[src/rtl/arrow_slot_scheduler.sv]
// arrow_slot_scheduler
//   Owns a pool of NUM_SLOTS arrow sprite slots for a 4-lane playfield.
//   Once per frame (rising edge of frame_clk) every live arrow scrolls up by
//   SPEED, arrows past the receptor window expire, and the per-lane spawn
//   requests are allocated to the lowest free slots. Per-lane hit pulses are
//   queued and judged between frames against the receptor window.
//
//   Ports
//     Clk, Reset          clock, asynchronous active-high reset
//     frame_clk           VGA_VS, rising edge = frame tick
//     spawn_req[3:0]      per-lane spawn request (sampled in SPAWNk)
//     hit[3:0]            per-lane keypress pulse
//     slot_valid/lane/y   flattened per-slot state for the renderer
//     judge_hit, hit_lane judged hit pulse and its (held) lane
//     judge_miss,miss_num expiry pulse and number expired that frame
//     overflow            spawn dropped, no free slot
//     busy                state machine not idle
//     hit_count,miss_count statistics counters
//
//   Optional: define ARROW_SCHED_STATS_EN to enable the saturating
//   hit/miss counters; otherwise both read 0.
module arrow_slot_scheduler #(
  parameter int NUM_SLOTS  = 8,
  parameter int SPEED      = 4,
  parameter int START_Y    = 480,
  parameter int RECEPTOR_Y = 48,
  parameter int HIT_WIN    = 16
) (
  input  logic                           Clk,
  input  logic                           Reset,
  input  logic                           frame_clk,
  input  logic [3:0]                     spawn_req,
  input  logic [3:0]                     hit,
  output logic [NUM_SLOTS-1:0]           slot_valid,
  output logic [2*NUM_SLOTS-1:0]         slot_lane,
  output logic [10*NUM_SLOTS-1:0]        slot_y,
  output logic                           judge_hit,
  output logic [1:0]                     hit_lane,
  output logic                           judge_miss,
  output logic [$clog2(NUM_SLOTS+1)-1:0] miss_num,
  output logic                           overflow,
  output logic                           busy,
  output logic [15:0]                    hit_count,
  output logic [15:0]                    miss_count
);

  localparam int CW = $clog2(NUM_SLOTS + 1);
  localparam int IW = $clog2(NUM_SLOTS);
  localparam logic [9:0] EXPIRE_Y = 10'(RECEPTOR_Y - HIT_WIN + SPEED);
  localparam logic [9:0] WIN_LO   = 10'(RECEPTOR_Y - HIT_WIN);
  localparam logic [9:0] WIN_HI   = 10'(RECEPTOR_Y + HIT_WIN);
  localparam logic [9:0] STEP     = 10'(SPEED);
  localparam logic [9:0] SPAWN_Y  = 10'(START_Y);

  typedef enum logic [2:0] {
    IDLE, ADVANCE, SPAWN0, SPAWN1, SPAWN2, SPAWN3, JUDGE
  } state_t;

  state_t          state_q, state_d;
  logic            frame_q;
  logic            tick_pend_q, tick_pend_d;
  logic [3:0]      hit_pend_q, hit_pend_d;
  logic [1:0]      tgt_q, tgt_d;
  logic [NUM_SLOTS-1:0] valid_q, valid_d;
  logic [1:0]      lane_q [NUM_SLOTS];
  logic [1:0]      lane_d [NUM_SLOTS];
  logic [9:0]      y_q    [NUM_SLOTS];
  logic [9:0]      y_d    [NUM_SLOTS];
  logic            judge_hit_q, judge_hit_d;
  logic [1:0]      hit_lane_q, hit_lane_d;
  logic            judge_miss_q, judge_miss_d;
  logic [CW-1:0]   miss_num_q, miss_num_d;
  logic            overflow_q, overflow_d;

  logic            tick;
  logic [1:0]      sp_lane;
  state_t          sp_next;
  logic [CW-1:0]   exp_cnt;
  logic            free_found, cand_found;
  logic [IW-1:0]   free_idx, cand_idx;
  logic [9:0]      cand_y;

  assign tick = frame_clk & ~frame_q;

  always_comb begin
    sp_lane = 2'd0;
    sp_next = IDLE;
    case (state_q)
      SPAWN0:  begin sp_lane = 2'd0; sp_next = SPAWN1; end
      SPAWN1:  begin sp_lane = 2'd1; sp_next = SPAWN2; end
      SPAWN2:  begin sp_lane = 2'd2; sp_next = SPAWN3; end
      SPAWN3:  begin sp_lane = 2'd3; sp_next = IDLE;   end
      default: ;
    endcase
  end

  always_comb begin
    state_d      = state_q;
    tick_pend_d  = tick_pend_q | tick;
    hit_pend_d   = hit_pend_q | hit;
    tgt_d        = tgt_q;
    valid_d      = valid_q;
    lane_d       = lane_q;
    y_d          = y_q;
    judge_hit_d  = 1'b0;
    hit_lane_d   = hit_lane_q;
    judge_miss_d = 1'b0;
    miss_num_d   = miss_num_q;
    overflow_d   = 1'b0;
    exp_cnt      = '0;
    free_found   = 1'b0;
    free_idx     = '0;
    cand_found   = 1'b0;
    cand_idx     = '0;
    cand_y       = '1;

    unique case (state_q)
      IDLE: begin
        if (tick_pend_q) begin
          state_d     = ADVANCE;
          // a tick landing in this very cycle stays pending for next frame
          tick_pend_d = tick;
        end else if (hit_pend_q != 4'b0000) begin
          state_d = JUDGE;
          if (hit_pend_q[0])      tgt_d = 2'd0;
          else if (hit_pend_q[1]) tgt_d = 2'd1;
          else if (hit_pend_q[2]) tgt_d = 2'd2;
          else                    tgt_d = 2'd3;
        end
      end
      ADVANCE: begin
        for (int unsigned i = 0; i < NUM_SLOTS; i++) begin
          if (valid_q[i]) begin
            // expiry test precedes the subtraction so y cannot wrap
            if (y_q[i] < EXPIRE_Y) begin
              valid_d[i] = 1'b0;
              exp_cnt    = exp_cnt + CW'(1);
            end else begin
              y_d[i] = y_q[i] - STEP;
            end
          end
        end
        judge_miss_d = (exp_cnt != '0);
        miss_num_d   = exp_cnt;
        state_d      = SPAWN0;
      end
      SPAWN0, SPAWN1, SPAWN2, SPAWN3: begin
        if (spawn_req[sp_lane]) begin
          // descending scan leaves the lowest free index selected
          for (int unsigned i = NUM_SLOTS; i > 0; i--) begin
            if (!valid_q[i-1]) begin
              free_found = 1'b1;
              free_idx   = IW'(i - 1);
            end
          end
          if (free_found) begin
            valid_d[free_idx] = 1'b1;
            lane_d[free_idx]  = sp_lane;
            y_d[free_idx]     = SPAWN_Y;
          end else begin
            overflow_d = 1'b1;
          end
        end
        state_d = sp_next;
      end
      JUDGE: begin
        // strict < keeps the lowest index on equal y
        for (int unsigned i = 0; i < NUM_SLOTS; i++) begin
          if (valid_q[i] && lane_q[i] == tgt_q && y_q[i] >= WIN_LO &&
              y_q[i] <= WIN_HI && (!cand_found || y_q[i] < cand_y)) begin
            cand_found = 1'b1;
            cand_idx   = IW'(i);
            cand_y     = y_q[i];
          end
        end
        if (cand_found) begin
          valid_d[cand_idx] = 1'b0;
          judge_hit_d       = 1'b1;
          hit_lane_d        = tgt_q;
        end
        // a new press arriving during service is kept, not swallowed
        hit_pend_d[tgt_q] = hit[tgt_q];
        state_d = IDLE;
      end
      default: state_d = IDLE;
    endcase
  end

  always_ff @(posedge Clk or posedge Reset) begin
    if (Reset) begin
      state_q      <= IDLE;
      frame_q      <= 1'b0;
      tick_pend_q  <= 1'b0;
      hit_pend_q   <= '0;
      tgt_q        <= '0;
      valid_q      <= '0;
      for (int unsigned i = 0; i < NUM_SLOTS; i++) begin
        lane_q[i] <= '0;
        y_q[i]    <= '0;
      end
      judge_hit_q  <= 1'b0;
      hit_lane_q   <= '0;
      judge_miss_q <= 1'b0;
      miss_num_q   <= '0;
      overflow_q   <= 1'b0;
    end else begin
      state_q      <= state_d;
      frame_q      <= frame_clk;
      tick_pend_q  <= tick_pend_d;
      hit_pend_q   <= hit_pend_d;
      tgt_q        <= tgt_d;
      valid_q      <= valid_d;
      lane_q       <= lane_d;
      y_q          <= y_d;
      judge_hit_q  <= judge_hit_d;
      hit_lane_q   <= hit_lane_d;
      judge_miss_q <= judge_miss_d;
      miss_num_q   <= miss_num_d;
      overflow_q   <= overflow_d;
    end
  end

  always_comb begin
    slot_lane = '0;
    slot_y    = '0;
    for (int unsigned i = 0; i < NUM_SLOTS; i++) begin
      slot_lane[2*i +: 2]  = lane_q[i];
      slot_y[10*i +: 10]   = y_q[i];
    end
  end

  assign slot_valid = valid_q;
  assign judge_hit  = judge_hit_q;
  assign hit_lane   = hit_lane_q;
  assign judge_miss = judge_miss_q;
  assign miss_num   = miss_num_q;
  assign overflow   = overflow_q;
  assign busy       = (state_q != IDLE);

`ifdef ARROW_SCHED_STATS_EN
  logic [15:0] hit_cnt_q, miss_cnt_q;
  logic [16:0] miss_sum;

  assign miss_sum = {1'b0, miss_cnt_q} + 17'(miss_num_q);

  always_ff @(posedge Clk or posedge Reset) begin
    if (Reset) begin
      hit_cnt_q  <= '0;
      miss_cnt_q <= '0;
    end else begin
      if (judge_hit_q && hit_cnt_q != '1) hit_cnt_q <= hit_cnt_q + 16'd1;
      if (judge_miss_q) miss_cnt_q <= miss_sum[16] ? '1 : miss_sum[15:0];
    end
  end

  assign hit_count  = hit_cnt_q;
  assign miss_count = miss_cnt_q;
`else
  assign hit_count  = '0;
  assign miss_count = '0;
`endif

endmodule

[config.mk]
export PLATFORM = sky130hd
export DESIGN_NAME = arrow_slot_scheduler
export DESIGN_NICKNAME = d
export VERILOG_FILES = /design/src/rtl/arrow_slot_scheduler.sv
export SDC_FILE = /design/constraint.sdc
export NUM_CORES = 1
export LEC_CHECK = 0
export CORE_MARGIN = 3
export CORE_UTILIZATION = 40
export DETAILED_ROUTE_END_ITERATION = 7
export MAX_ROUTING_LAYER = met4
export SYNTH_ARGS = -nofsm -noshare
export SYNTH_HDL_FRONTEND = slang
export SYNTH_SLANG_ARGS = --single-unit
[constraint.sdc]
create_clock -name Clk -period 15.3 [get_ports Clk]
set_input_delay 4.59 -clock Clk [delete_from_list [all_inputs] [get_ports Clk]]
set_output_delay 4.59 -clock Clk [all_outputs]
set_load 0.03 [all_outputs]
; Word level (Yosys, flattened, before mapping)
; Index checks and enable logic that the tools add are counted.
[word_totals]
reg_bits = 124
inputBits = 11
out_inout_bits = 146
wordCells = 350
[classes]
n_addsub = 15
magnitude_cmp = 40
eq_ne = 34
mux = 154
bitwise_logic = 12
n_reduce_logical = 68
[op_table]
columns = operator, count
row1 = two-way mux 10 bit, 31
row2 = two-way mux 80 bit, 2
row3 = one-hot mux 80 bit (2 select lines), 1
row4 = two-way mux 4 bit, 23
row5 = >= comparator 10 x 6 -> 1 bit (second input constant), 8
row6 = less-or-equal comparator 10 x 7 -> 1 bit (second input constant), 8
row7 = less-than comparator 10 x 6 -> 1 bit (second input constant), 8
row8 = subtractor 10 x 3 -> 10 bit (second input constant), 8
row9 = less-than comparator 10 bit, 7
row10 = two-way mux 1 bit, 59
row11 = two-way mux 3 bit, 19
row12 = bitwise AND 48 bit, 1
row13 = inverter 48 bit, 1
row14 = AND reduction 5 bit, 8
row15 = inequality test 2 bit (second input constant), 19
row16 = logical AND 1 bit, 35
row17 = bitwise OR 32 bit, 1
row18 = demux 10 bit (select 3 bit), 1
row19 = adder 4 x 1 -> 4 bit (second input constant), 7
row20 = two-way mux 8 bit, 3
row21 = one-hot mux 8 bit (3 select lines), 1
row22 = one-hot mux 3 bit (3 select lines), 2
row23 = bitwise mux 16 bit, 1
row24 = equality test 2 bit, 8
row25 = other kinds (35), 61

; Longest topological paths before layout
; Gate-level depths: netlist of the first run.
[depth]
ltp_word = 49
depth_mapped = 91
mapped_depth_nobuf = 86

; Worst setup path after synthesis of the first run
; Ideal clock, no wire load.
[synth_timing]
path_type = register -> register
startpoint = register valid_q[0], in the netlist slot_valid[0]
endpoint = register valid_q[2], in the netlist slot_valid[2]
setup_ps = 86
arrival_time_ps = 15011
required_ps = 15214
path_slack_ps = 204
stages_incl_launch_ff = 90
path_buffers = 6
period_less_slack_ps = 15096
path_cell_list = dfrtp_1 -> buf_2 -> nor4b_2 -> and4_1 -> nand2_1 -> buf_2 -> nor2_1 -> ha_1 -> a211oi_1 -> o31ai_1 -> a211oi_1 -> o211a_1 -> clkbuf_1 -> mux2_2 -> ha_1 -> nand4_1 -> o221ai_1 -> nand4b_1 -> (+54 left out) -> a211o_1 -> o21ai_4 -> mux2_2 -> ha_1 -> a21o_1 -> a21oi_1 -> nor2b_1 -> o21ai_0 -> nand2b_1 -> a21oi_1 -> nor2b_1 -> o21ai_0 -> nand3b_1 -> nor4_1 -> nand2_1 -> o21a_1 -> and2_4 -> a32oi_2
[synth_between]
elab_chain_cells = 48
elab_cells_between_ends = 95
cone_classes = order compare: 11 / eq/ne: 2 / mux: 52 / bitwise: 3 / reduce/logical: 27
[synth_rtl]
columns = item, line
row1 = start: declaration, 64  ; logic [NUM_SLOTS-1:0] valid_q, valid_d;
row2 = start signal: assignment, 212  ; valid_q <= valid_d;
row3 = logical AND 1 bit (3 in a row), 169  ; if (valid_q[i] && lane_q[i] == tgt_q && y_q[i] >= WIN_LO &&
row4 = two-way mux 10 bit or two-way mux 1 bit (tied branches), 169
row5 = two-way mux 10 bit or two-way mux 1 bit (tied branches), 117  ; unique case (state_q)
row6 = less-than comparator 10 bit or logical NOT 1 bit (tied branches), 170  ; y_q[i] <= WIN_HI && (!cand_found || y_q[i] < cand_y)) begin
row7 = logical OR 1 bit, 170
row8 = logical AND 1 bit, 170
row9 = two-way mux 10 bit or two-way mux 1 bit (tied branches), 169
row10 = two-way mux 10 bit or two-way mux 1 bit (tied branches), 117
row11 = (+30 left out), n/a
row12 = less-than comparator 3 x 4 -> 1 bit (implied by the code) or >= comparator 3 x 1 -> 1 bit (tied branches), 177  ; valid_d[cand_idx] = 1'b0;
row13 = logical AND 1 bit (implied by the code), 177
row14 = two-way mux 1 bit (implied by the code), 177
row15 = demux 1 bit (select 3 bit), 177
row16 = inverter 8 bit (no source line), n/a
row17 = bitwise AND 8 bit (no source line), n/a
row18 = two-way mux 8 bit, 176  ; if (cand_found) begin
row19 = one-hot mux 8 bit (3 select lines), 117
; Several ways; a longest one is shown, not always the timed one. The select of a mux whose other input is x is not followed.
; A chain may end at the register's enable or synchronous reset.

; Worst setup path in the final report of the first run
[layout_timing]
startpoint = register lane_q, in the netlist slot_lane[0]
endpoint = register valid_q[2], in the netlist slot_valid[2]
[layout_between]
elab_chain_cells = 49
elab_cells_between_ends = 81
cone_classes = order compare: 9 / eq/ne: 2 / mux: 42 / bitwise: 2 / reduce/logical: 26
[layout_rtl]
columns = item, line
row1 = start: declaration, 65  ; logic [1:0] lane_q [NUM_SLOTS];
row2 = start signal: assignment, 213  ; lane_q <= lane_d;
row3 = equality test 2 bit *, 169
row4 = logical AND 1 bit * (3 in a row), 169
row5 = two-way mux 10 bit or two-way mux 1 bit (tied branches), 169
row6 = two-way mux 10 bit or two-way mux 1 bit (tied branches), 117
row7 = less-than comparator 10 bit or logical NOT 1 bit (tied branches), 170
row8 = logical OR 1 bit, 170
row9 = logical AND 1 bit, 170
row10 = two-way mux 10 bit or two-way mux 1 bit (tied branches), 169
row11 = (+31 left out), n/a
row12 = less-than comparator 3 x 4 -> 1 bit (implied by the code) or >= comparator 3 x 1 -> 1 bit (tied branches), 177
row13 = logical AND 1 bit (implied by the code), 177
row14 = two-way mux 1 bit (implied by the code), 177
row15 = demux 1 bit (select 3 bit), 177
row16 = inverter 8 bit (no source line), n/a
row17 = bitwise AND 8 bit (no source line), n/a
row18 = two-way mux 8 bit, 176
row19 = one-hot mux 8 bit (3 select lines), 117
; Mark *: on every way between the ends. The rest lies on a longest branch, timed or not. The select of a mux whose other input is x is not followed.

==> summary.txt, run 1 <==
Status
  – Status: finished, final reports clean

Finish
  – Most common cell after layout, fill and taps aside: clkdlybuf4s50_1
  – Final net count: 1460
  – Most frequent cells in the layout: 124 x clkdlybuf4s50_1, 123 x dfrtp_1, 103 x nand2_1, 89 x o21ai_0, 81 x nor2_1
  – Final core occ: 53.80%
  – Diodes inserted: 0
  – Share of post-route cells with drive strength above 1: 19.09%
  – Final Non-Filler Cells: 1712
  – Area growth syn-to-layout: 31.06%

STA
  – Worst clock skew: between 0.015 and 0.02 ns
  – Final setup violation count: 0
  – Hold_ws: approximately 0.44 ns
  – Hold Vio Cnt, Final: 0
  – Final Critical Period: around 15 ns
  – Headroom to the max-slew limit: approximately a third
  – Worst setup margin: 0.5502 ns
  – Setup TNS: 0 ns
  – Fin crit share: 96.40%
  – Worst-margin pin slew: 1.014 ns
  – Pins Over Slew Limit: 0
  – Max Fclk: 67.80 MHz

Synthesis
  – Primary FF master, synth: dfrtp_1
  – Register bit count reported by yosys: 124
  – Mean Syn Cell Area: 8.361 sq um
  – Number of synthesized flops with an enable pin: 0
  – Cells after synthesis: 1201
  – FFs w/ async S/R, synth: 100.0%
  – Synth cell types: 88
  – Register area share after synthesis: 30.90%
  – Syn Std Cell Area: 0.01004 sq mm
  – Synthesis warning total: 0

CTS
  – Num CTS Buffers: 17
  – H-tree depth: 4
  – Clk sinks: 124
  – Clk root buf: clkbuf_16
  – Clock transition at path regs: roughly 0.06 ns
  – CTS tree: done
  – Clk_lat worst skew: approximately 0.43 ns
  – Hold_buf cts: 0
  – Clock Path Buffers: 2

Worst setup path
  – FF-to-FF End: slot_valid[2]
  – Setup crit start kind: register
  – Crit path DAT: 15.08 ns
  – CP Max Fanout: 8
  – Critical Path Sink: slot_valid[2]
  – RR Startpoint: slot_lane[0]
  – R2R setup slack: approximately 0.55 ns
  – Crit. Startpoint: slot_lane[0]
  – Most used cell, CP: a21o_1
  – WS Path Type: reg2reg
  – Worst Path Required: 15.63 ns
  – Critical path endpoint category: register
  – Worst r2r path cells: 78
  – Slowest stage delay, CP: 0.39 ns
  – Crit-path slowest cell: dfrtp_1

Route
  – Antenna viol nets, final: 0
  – Mean routed wirelength per cell: just under 20 um
  – 1st-iter DRT viols: around 570
  – Drt pass-1 iters: 5
  – DRC violations left: 0
  – Wirelength, routed: 32980 um
  – Vias per cell: 5.675
  – Routed vias: just under 10000

Die
  – Core outline area: 0.02446 sq mm
  – Die area: 0.02704 sq mm
  – Top Ports: 157
  – Cell Rows: 57
  – Die W: between 150 and 200 um
  – Die Ht: 164.4 um
  – Initial core utilization: between 40 and 50%

Placement
  – RePlAce Congestion: 0.9417
  – Placed Cells incl. Taps: 1641
  – Pre-CTS setup slack: -0.2349 ns
  – Buffers on Ports: 124
  – HPWL Detailed: 23840 um

Pwr
  – VDD IR-drop max: around 0.10 mV
  – PwrDens: 140.4 mW/mm^2
  – Leakage dissipation: 5.776 nW

Flow run
  – Max-cap viol count: 0

Hold path
  – Worst hold path type: reg2reg

GRT
  – First-pass GRT wire length: 50080 um
  – Vias in the first global route: 9188
  – Overall routing resource usage: 24.36%
  – GRT overflow: 0
  – Antenna violations before repair: 0
  – Largest net degree at the start of global routing: 77
[report_power, final]
part | switching (mW) | total, mW | internal, mW
clock | 0.168 | 0.439 | 0.271
sequential | 0.136 | 0.524 | 0.388
combinational | 0.565 | 0.885 | 0.321
[how the worst min path moves through the flow]
stage / startpoint / endpoint / cells past startpoint / slack (ns)
global placement: frame_q / tick_pend_q / 1 / 0.41
global route: frame_q / tick_pend_q / 1 / 0.46
CTS: frame_q / tick_pend_q / 1 / 0.43
finish: frame_q / tick_pend_q / 1 / 0.44
detailed placement: frame_q / tick_pend_q / 1 / 0.42
floorplan: frame_q / tick_pend_q / 1 / 0.40
[critical path: cells and delay by family (launching register included)]
| family | cells | cell delay (ns) |
|---|---|---|
| adder cells (fa/ha/maj) | 7 | 1.64 |
| XOR/XNOR | 1 | 0.29 |
| AND/OR/NAND/NOR | 23 | 3.27 |
| multiplexers | 4 | 1.24 |
| AO/OA/AOI/OAI | 38 | 6.96 |
| flip-flops | 1 | 0.39 |
| buffers and inverters | 5 | 0.86 |
[cell usage after synthesis (14+ instances only)]
library cell / instances / area (sq um)
a31oi_1: 14 / 87.58
xor2_1: 16 / 140.1
xnor2_1: 26 / 227.7
or3_1: 24 / 150.1
nand2_1: 105 / 394.1
o21ai_0: 99 / 495.5
nand2b_1: 25 / 156.4
nand4_1: 16 / 100.1
a21oi_1: 85 / 425.4
mux2i_1: 15 / 150.1
dfrtp_1: 124 / 3103
and2_1: 21 / 131.4
inv_1: 71 / 266.5
nor2_1: 88 / 330.3
clkbuf_1: 42 / 157.7
buf_4: 34 / 255.2
a21o_1: 16 / 120.1
nand3_1: 26 / 130.1
nor2b_1: 14 / 87.58
mux2_2: 30 / 337.8
nor4_1: 14 / 87.58
nor3_1: 35 / 175.2
ha_1: 74 / 925.9
[flip-flops by register name, indices dropped and copies added (netlist names)]
| register | flops |
|---|---|
| overflow | 1 |
| hit_lane | 2 |
| state_q | 3 |
| tick_pend_q | 1 |
| tgt_q | 2 |
| miss_num | 4 |
| slot_y | 80 |
| slot_valid | 8 |
| slot_lane | 16 |
| frame_q | 1 |
| judge_miss | 1 |
| judge_hit | 1 |
| hit_pend_q | 4 |
[per-layer routing]
| layer | share of wire [%] | global-route usage, % | routed length [um] | vias up |
|---|---|---|---|---|
| met5 | 0 | - | 0 | - |
| met4 | 2.1 | 6.062 | 708 | 0 |
| met3 | 5.0 | 4.088 | 1641 | 50 |
| met2 | 48 | 39.67 | 15940 | 292 |
| met1 | 45 | 31.81 | 14690 | 4735 |
| li1 | - | - | - | 4638 |
[per-stage QoR]
| step | instance area (sq um) | power, mW |
|---|---|---|
| 3_3_place_gp | 11710 | 1.375 |
| 3_5_place_dp | 11710 | 1.382 |
| 4_1_cts | 12380 | 1.827 |
| 2_1_floorplan | 10160 | 1.054 |
| 6_report | 13160 | 1.848 |
| 5_1_grt | 13160 | 1.963 |
[what timing repair did]
| action | 4_1_cts | 5_1_grt |
|---|---|---|
| buffers inserted | 1 | 36 |
| gates resized for setup | 12 | 108 |
| pin swaps | 3 | 57 |
| cloned | 0 | 2 |
| endpoints found under the setup margin | 7 | 8 |
[final cells by class]
cell class                      instances  area, sq um
Multi-Input combinational cell        954         6870
Clock buffer                           20        466.7
Timing Repair Buffer                  207         1887
Inverter                               71        269.0
Sequential cell                       124         3104
Tap cell                              324        405.4
Clock inverter                         12        158.9
Fill cell                            2291        11300
[cells by family after synthesis]
group                    share of synthesized area, %
AND/OR/NAND/NOR                                 20.73
buffers and inverters                           7.189
multiplexers                                    5.333
adder cells (fa/ha/maj)                         9.220
other                                         0.03734
AO/OA/AOI/OAI                                   22.93
XOR/XNOR                                        3.663
flip-flops                                      30.90
No activity file was read; power rests on OpenSTA's default activity.
==> run 2, diff against run 1 <==
--- a/config.mk
+++ b/config.mk
@@ -5,10 +5,11 @@
 export SDC_FILE = /design/constraint.sdc
 export NUM_CORES = 1
 export LEC_CHECK = 0
-export CORE_MARGIN = 3
-export CORE_UTILIZATION = 40
+export CORE_UTILIZATION = 45
 export DETAILED_ROUTE_END_ITERATION = 7
 export MAX_ROUTING_LAYER = met4
+export PLACE_DENSITY = 0.71
+export SKIP_LAST_GASP = 1
 export SYNTH_ARGS = -nofsm -noshare
 export SYNTH_HDL_FRONTEND = slang
 export SYNTH_SLANG_ARGS = --single-unit
==> run 2 against run 1 <==
Net effect: flip-flop and latch count is the same; register-to-register slack worse by 0.17 ns; setup slack lost 0.17 ns; design area shrank 2.3%; via count is 2.9% higher; clock power shrank 6.4%; fmax down 1.1%; critical endpoint unchanged; highest routed layer unchanged.
==> summary.txt, run 2 (synthesis gave the netlist of run 1 again) <==
GRT
  – Largest net degree at the start of global routing: 75 (-2.6%)
  – Overall routing resource usage: 27.91% (+3.5 points)
  – First-pass GRT wire length: 47740 um (-4.7%)
  – Vias in the first global route: 8975 (-2.3%)
  – Antenna violations before repair: 0 (unchanged)
  – GRT overflow: 0 (unchanged)

Finish
  – Area growth syn-to-layout: 28.05%
  – Max reg flops: 80 (unchanged)
  – Fill cells: 1893 (-17%)
  – Multi-input gate area: 0.006716 sq mm (-2.2%)
  – Share of post-route cells with drive strength above 1: 17.61% (-1.5 points)
  – Register Area: 0.003105 sq mm (about the same)
  – Most common cell after layout, fill and taps aside: clkdlybuf4s50_1
  – Diodes inserted: 0 (unchanged)
  – Most frequent cells in the layout: 124 x clkdlybuf4s50_1, 122 x dfrtp_1, 102 x nand2_1, 88 x o21ai_0, 81 x nor2_1
  – Final net count: 1452 (-0.55%)
  – Final Non-Filler Cells: 1660 (-3.0%)

CTS
  – Clock transition at path regs: 0.06 ns (about the same)
  – CTS tree: done
  – Clock Path Buffers: 2 (unchanged)
  – Hold_buf cts: 0 (unchanged)
  – Num CTS Buffers: 17 (unchanged)
  – Clk sinks: 124 (unchanged)
  – Clk_lat worst skew: 0.44 ns (about the same)
  – Clk root buf: clkbuf_16
  – H-tree depth: 4 (unchanged)

Die
  – Core outline area: 0.02182 sq mm (-11%)
  – Cell Rows: 54 (-5.3%)
  – Die W: 151.4 um (-7.9%)
  – Die area: 0.02292 sq mm (-15%)
  – Die Ht: 151.4 um (-7.9%)
  – Initial core utilization: 46.02% (+5.0 points)
  – Top Ports: 157 (unchanged)

Worst setup path
  – Critical path endpoint category: register
  – Crit path DAT: 15.27 ns (+0.19 ns)
  – Setup crit start kind: register
  – Worst r2r path cells: 78 (unchanged)
  – CP Max Fanout: 6 (-2)
  – Crit-path slowest cell: dfrtp_1
  – WS Path Type: reg2reg
  – Slowest stage delay, CP: 0.42 ns (+0.03 ns)
  – Worst Path Required: 15.65 ns (+0.02 ns)

Placement
  – RePlAce Congestion: 1.010 (+7.2%)
  – Buffers on Ports: 124 (unchanged)
  – Placed Cells incl. Taps: 1580 (-3.7%)
  – HPWL Detailed: 22220 um (-6.8%)

Pwr
  – Sequential power share: 29.3% (+1.0 points)
  – P_sw: 852.3 uW (-1.9%)
  – Power Internal: 951.4 uW (-2.8%)
  – Logic pwr share: 47.9% (about the same)
  – Switching Fraction: 47.25% (+0.23 points)
  – Total power: 1.804 mW (-2.4%)
  – Leakage dissipation: 5.708 nW (-1.2%)
  – VDD IR-drop max: 0.09741 mV (-4.8%)
  – Clock power share: 22.8% (-1.0 points)
  – PwrDens: 140.3 mW/mm^2 (-0.11%)

Route
  – Drt pass-1 iters: 6 (+1)
  – Mean routed wirelength per cell: 19.13 um (-0.68%)
  – Antenna viol nets, final: 0 (unchanged)
  – Routed vias: 9999 (+2.9%)
  – DRC violations left: 0 (unchanged)
  – Vias per cell: 6.023 (+6.1%)
  – Wirelength, routed: 31760 um (-3.7%)
  – 1st-iter DRT viols: 829 (+46%)

STA
  – Hold Vio Cnt, Final: 0 (unchanged)
  – Headroom to the max-slew limit: 27.07% (-4.9 points)
  – Pins Over Slew Limit: 0 (unchanged)
  – Final setup violation count: 0 (unchanged)
  – Setup TNS: 0 ns (unchanged)
  – Fin crit share: 97.51% (+1.1 points)
  – Worst clock skew: 0.01458 ns (-0.001554 ns)
  – Final Critical Period: 14.92 ns (+0.1687 ns)
  – Max Fclk: 67.03 MHz (-1.1%)
  – Worst-margin pin slew: 1.084 ns (+0.06973 ns)

Flow run
  – Max-cap viol count: 0 (unchanged)

Status
  – Status: finished, final reports clean

Hold path
  – Hold Path Stages: 1 (unchanged)
  – Worst hold path type: reg2reg
## run 2: cell count changes in the layout (fill, tap and decap cells not counted), moves of 4 or more
cell	delta
buf_4	-4
ha_1	+7
ha_2	-4
mux2_4	-4
## run 2: critical path, delay by kind of cell, from the launching register on
| kind | cells | cell delay (ns) |
|---|---|---|
| AOI/OAI and AO/OA | 37 | 6.92 |
| adders and majority gates | 7 | 1.86 |
| buffers and inverters | 4 | 0.66 |
| DFF | 1 | 0.42 |
| muxes | 4 | 1.08 |
| and+or+nand+nor | 26 | 3.91 |
## run 2: metrics by stage
stage / hold slack [ns] / worst slack (ns) / instance area, sq um / utilization (%)
finish: 0.4216 / 0.3815 / 12860 / 58.92
global route: 0.4495 / -0.3166 / 12860 / 58.92
detailed placement: 0.4154 / -0.3374 / 11520 / 52.80
floorplan: 0.3996 / 0.2035 / 10160 / -
global placement: 0.4061 / 0.04381 / 11520 / 52.80
CTS: 0.4234 / 0.07831 / 12170 / 55.74
## run 2: what timing repair did
action	in CTS	in global routing
setup buffers	2	45
pin swaps	2	39
resized for setup	9	78
endpoints found under the setup margin	8	8
cloned	0	1
## run 2: final timing paths
kind | end | slack (ns) | start
setup reg to reg | slot_valid[2] | 0.38 | slot_y[9]
hold reg to reg | tick_pend_q | 0.42 | frame_q
hold / removal | tick_pend_q | 0.42 | frame_q
setup / recovery | slot_valid[2] | 0.38 | slot_y[9]
max in group asynchronous | slot_y[6] | 9.24 | Reset
min in group asynchronous | slot_y[76] | 4.60 | Reset
## run 2: final cells by class
cell class	count	share of cell area, %
Clock buffer	20	3.552
Clock inverter	12	1.070
Inverter	71	2.092
Multi-Input combinational cell	953	52.23
Sequential cell	124	24.15
Tap cell	280	2.725
Timing Repair Buffer	200	14.18
## run 2: power groups by stage
stage | sequential (mW) | combinational (mW) | clock [mW]
floorplan | 0.557 | 0.497 | 0
global placement | 0.523 | 0.822 | 0
detailed placement | 0.524 | 0.832 | 0
CTS | 0.520 | 0.839 | 0.414
global route | 0.541 | 0.931 | 0.430
finish | 0.529 | 0.863 | 0.411
## run 2: per-layer routing
layer,track usage [%],vias up,routed length (um)
li1,-,4626,-
met3,4.578,123,2327
met2,42.88,485,14550
met4,12.35,0,1284
met5,-,-,0
met1,36.04,4765,13600
